==> src/rtl/stream_decoder_core.sv <==
// stream_decoder_core: recovers one signed WR-bit value per channel from a
// half-period square-wave pulse stream, one vector per 2^WR accepted beats.
// The decoded value is the window index of the circular falling edge.
//
// Handshakes: a transfer on either side happens on a rising clock edge where
// valid and ready are both high; valid, once raised, holds with stable data
// until that transfer; ready may depend combinationally on the consumer's
// ready only on the final-beat stall condition.
module stream_decoder_core #(
    parameter int NI = 1,
    parameter int NO = 1,
    parameter int WR = 8
) (
    input  logic               iCLK,
    input  logic               iRST,
    input  logic               iValid_AS,
    output logic               oReady_AS,
    input  logic [NI+NO-1:0]   iData_AS,
    output logic               oValid_BS,
    input  logic               iReady_BS,
    output logic [(NI+NO)*WR-1:0] oData_BS
);

    localparam int N = NI + NO;
    localparam logic [WR-1:0] MINUS_ONE = {1'b1, {(WR-1){1'b0}}};
    localparam logic [WR-1:0] PLUS_ONE  = {1'b0, {(WR-1){1'b1}}};

    typedef enum logic {IDLE, RUN} state_t;

    state_t                state;
    state_t                state_next;
    logic [WR-1:0]         rcnt;
    logic [N-1:0]          first;
    logic [N-1:0]          prev;
    logic [N-1:0]          hit;
    logic [N-1:0][WR-1:0]  cap;
    logic [N*WR-1:0]       result;
    logic [N*WR-1:0]       data_q;
    logic                  valid_q;
    logic                  beat;
    logic                  last;
    logic                  at_start;
    logic                  load;

    assign last      = (rcnt == PLUS_ONE);
    assign at_start  = (rcnt == MINUS_ONE);
    // Only the final beat stalls, and only if it would overwrite a result
    // the consumer has not yet taken.
    assign oReady_AS = (state == RUN) && !(last && valid_q && !iReady_BS);
    assign beat      = iValid_AS && oReady_AS;
    assign load      = beat && last;
    assign oValid_BS = valid_q;
    assign oData_BS  = data_q;

    // State register: IDLE for exactly one cycle after reset.
    always_ff @(posedge iCLK) begin
        if (iRST) state <= IDLE;
        else      state <= state_next;
    end

    // Next state: IDLE always moves to RUN.
    always_comb begin
        state_next = state;
        case (state)
            IDLE:    state_next = RUN;
            RUN:     state_next = RUN;
            default: state_next = IDLE;
        endcase
    end

    // Final-beat result: this beat's edge, then latest in-window edge,
    // then the wrap edge at -H, otherwise 0 for a constant stream.
    always_comb begin
        result = '0;
        for (int k = 0; k < N; k++) begin
            if (prev[k] && !iData_AS[k])
                result[k*WR +: WR] = rcnt;
            else if (hit[k])
                result[k*WR +: WR] = cap[k];
            else if (iData_AS[k] && !first[k])
                result[k*WR +: WR] = MINUS_ONE;
            else
                result[k*WR +: WR] = '0;
        end
    end

    // Phase counter and per-channel edge tracking; advances on beats only.
    always_ff @(posedge iCLK) begin
        if (iRST) begin
            rcnt  <= MINUS_ONE;
            first <= '0;
            prev  <= '0;
            hit   <= '0;
            cap   <= '0;
        end else if (beat) begin
            rcnt <= rcnt + 1'b1;
            for (int k = 0; k < N; k++) begin
                prev[k] <= iData_AS[k];
                if (at_start) begin
                    first[k] <= iData_AS[k];
                end else if (last) begin
                    hit[k] <= 1'b0;
                    cap[k] <= '0;
                end else if (prev[k] && !iData_AS[k]) begin
                    hit[k] <= 1'b1;
                    cap[k] <= rcnt;
                end
            end
        end
    end

    // Output register: load on the final beat, drop valid once accepted.
    always_ff @(posedge iCLK) begin
        if (iRST) begin
            valid_q <= 1'b0;
            data_q  <= '0;
        end else if (load) begin
            valid_q <= 1'b1;
            data_q  <= result;
        end else if (iReady_BS) begin
            valid_q <= 1'b0;
        end
    end

endmodule

==> config.mk <==
export PLATFORM = sky130hd
export DESIGN_NAME = stream_decoder_core
export DESIGN_NICKNAME = d
export VERILOG_FILES = /design/src/rtl/stream_decoder_core.sv
export SDC_FILE = /design/constraint.sdc
export NUM_CORES = 1
export LEC_CHECK = 0
export BUFFER_PORTS_ARGS = -buffer_cell sky130_fd_sc_hd__clkbuf_2
export CAP_MARGIN = 25
export CORE_UTILIZATION = 35
export CTS_CLUSTER_SIZE = 14
export DETAILED_ROUTE_END_ITERATION = 12
export SLEW_MARGIN = 15
export SYNTH_ARGS = -nofsm -noshare
export SYNTH_HDL_FRONTEND = slang
export SYNTH_SLANG_ARGS = --single-unit
export TNS_END_PERCENT = 5
==> constraint.sdc <==
create_clock -name iCLK -period 4.12 [get_ports iCLK]
set_input_delay 0.412 -clock iCLK [delete_from_list [all_inputs] [get_ports iCLK]]
set_output_delay 0.412 -clock iCLK [all_outputs]
set_load 0.02 [all_outputs]
==> run_results.csv <==
group,metric,value,unit
worst_setup_path,worstSetupEndpointType,"flop",
global_route,gr-total-overflow,0,
clock_network,cts_resized,0,
global_route,antenna_found_initial,0,
clock_network,cts_max_level,2,
drt,drt_iter0_drc,110,
placed_design,place_congestion,0.821,
placed_design,preCtsSetupSlack,1.81,ns
drt,viasPerCell,5.32,
drt,first_pass_iters,4,
sta,setup_violations,0,
sta,skew,0.00531,ns
worst_setup_path,worstPathArrival,2.56,ns
sta,max_freq,0.425,GHz
logic_synthesis,synth.area.top_cells,"dfxtp_1, a211oi_1, o32ai_1, a22oi_1, nor2_1",
clock_network,cts.clk_slew.worst_paths,0.08,ns
final_layout,antenna_cells,0,
sta,layout_setup_ws,1.76,ns
logic_synthesis,ys.warnings.count,0,
placed_design,hpwl,3270,um
final_layout,layout-drive-gt1-share,17.4,%
floorplanning,start_util,36.3,%
sta,fin_tns_setup,0,ns
logic_synthesis,synthArstFlopShare,0,%
worst_setup_path,cp.required,4.33,ns
placed_design,io_buffers,23,
final_layout,fill_cells,637,
sta,period_minus_slack,2.36,ns
global_route,grt_pass1_wl,7790,um
logic_synthesis,syn_area,0.00216,mm^2
sta,rsz0062_at_grt,"no",
final_layout,nets,250,
sta,finalCritPeriodShare,57.2,%
logic_synthesis,syn-num-nets,241,
worst_setup_path,worstSetupPathType,"flop to flop",
logic_synthesis,synth-seq-cells,48,
final_layout,area.growth.synth_to_final,8.39,%
logic_synthesis,synth.avg_cell_area,9.28,um^2
worst_setup_path,cp_max_fo,14,
sta,final_hold_viol_count,0,
logic_synthesis,synth_edf_count,0,
logic_synthesis,yosysTopAreaCell,"dfxtp_1",
clock_network,insertion_delay,0.30,ns
final_layout,finish.utilization,39.4,%
clock_network,clockRootBuffer,"clkbuf_8",
clock_network,cts.sinks,48,
drt,avgRoutedWirePerCell,15.0,um
run,drv_cap,0,
sta,finalMaxSlewViolations,0,
clock_network,cts_buffers,5,
clock_network,cts_tree,"done",
drt,drc,0,
logic_synthesis,synthCells,233,
worst_setup_path,cp-start-kind,"flop",
power_and_ir_drop,power_density,333,mW/mm^2
drt,ant_nets,0,
floorplanning,pin_count,24,
sta,tightest_slew,0.792,ns
status,outcome,"finished, final reports clean",
clock_network,postCtsHoldBufs,0,
power_and_ir_drop,peakVddDrop,0.000156,V
logic_synthesis,ys.flop_type,"dfxtp_1",
logic_synthesis,yosysTopAreaCellShare,44.4,%
logic_synthesis,synth_common_cells,"dfxtp_1, nor2_1, a211oi_1, inv_1, nand2_1",
global_route,grt_pass1_vias,1591,
clock_network,clock_path_buffers,2,
clock_network,post_cts_buffers,0,
floorplanning,rows,28,
floorplanning,fp.dieW,80.6,um
floorplanning,die_h,80.6,um
global_route,track_usage,16.0,%
logic_synthesis,synth_most_common_cell,"dfxtp_1",
logic_synthesis,synth.distinct_cells,41,
power_and_ir_drop,p_leak,0.000783,uW
global_route,grt_max_degree,44,
drt,vias,1685,
sta,max_slew_margin,47.0,%
floorplanning,dieArea,0.00650,mm^2
drt,wl,4770,um
floorplanning,coreArea,0.00596,mm^2
logic_synthesis,yosysSeqAreaShare,44.4,%
min_path,hp-class,"primary input to flop",
path summary, 6_finish.rpt:
check                        start                    end  slack, ns  cells past startpoint
max           rcnt[0]$_SDFFE_PP0P_    cap[4]$_SDFFE_PP0P_       1.76                      5
min                    iData_AS[1]  first[1]$_SDFFE_PP0P_       0.38                      3
max reg2reg   rcnt[0]$_SDFFE_PP0P_    cap[4]$_SDFFE_PP0P_       1.76                      5
min reg2reg  first[1]$_SDFFE_PP0P_  first[1]$_SDFFE_PP0P_       0.47                      2
registers in the layout, indices dropped and copies added (netlist names):
register,flops
cap,16
oData_BS,16
rcnt,8
first,2
hit,2
prev,2
oValid_BS,1
state,1
cells in the final DEF (no fill, tap or decap), drive strengths merged, types with 3 or more instances in the layout:
cell type and instances:
a21oi 3, o32ai 14, clkbuf 29, nand3 3
nor2 26, inv 18, mux2i 7, dfxtp 48
nor2b 5, a31oi 3, a211oi 19, xnor2 3
nand2 18, a22oi 14
stage by stage:
step           total power (uW)  hold slack [ns]  area (um^2)  instances
2_1_floorplan               511            0.435         2160        233
5_1_grt                     815            0.389         2340        317
4_1_cts                     791            0.366         2340        317
6_report                    780            0.380         2340        317
3_5_place_dp                522            0.456         2270        310
3_3_place_gp                522            0.446         2270        310
worst max-delay path, stage by stage (launching register included):
cell and delay (ns):
dfxtp_1 0.39, ha_1 0.29, and4bb_4 0.24, a31oi_2 0.67
nand4b_1 0.44, o32ai_1 0.23
per-layer routing:
| metal | global-route usage [%] | up-vias | routed length (um) | part of all wire [%] |
|---|---|---|---|---|
| met5 | 0 | - | 0 | 0 |
| met4 | 4.29 | 0 | 34 | 0.71 |
| met3 | 4.43 | 5 | 183 | 3.8 |
| met2 | 25.6 | 28 | 2210 | 46 |
| met1 | 21.0 | 787 | 2340 | 49 |
| li1 | - | 865 | - | - |
where the power goes:
group          internal (uW)  leakage (uW)  switching, uW
combinational           13.2      0.000355           27.2
clock                    116     0.0000410            153
sequential               467      0.000388           4.00
logic make-up (layout without fill, tap and decap cells):
group	count (synthesis)	in the layout	share of synthesized area, %
mux	7	7	3.24
fa+ha+maj	2	2	1.16
simple gates	68	68	17.9
xor+xnor	3	3	1.21
compound gates	64	64	23.4
buf+inv	41	50	8.68
flops	48	48	44.4
layout make-up:
cell class	instances	area, um^2	share of cell area, %
clock inverters	1	5.00	0.213
inverters	18	67.6	2.88
clock buffers	6	72.6	3.09
repair buffers	25	130	5.55
well taps	75	93.8	4.00
multi-input cells	144	1010	43.3
flip-flops and latches	48	961	41.0
(Power assumes the default switching activity.)
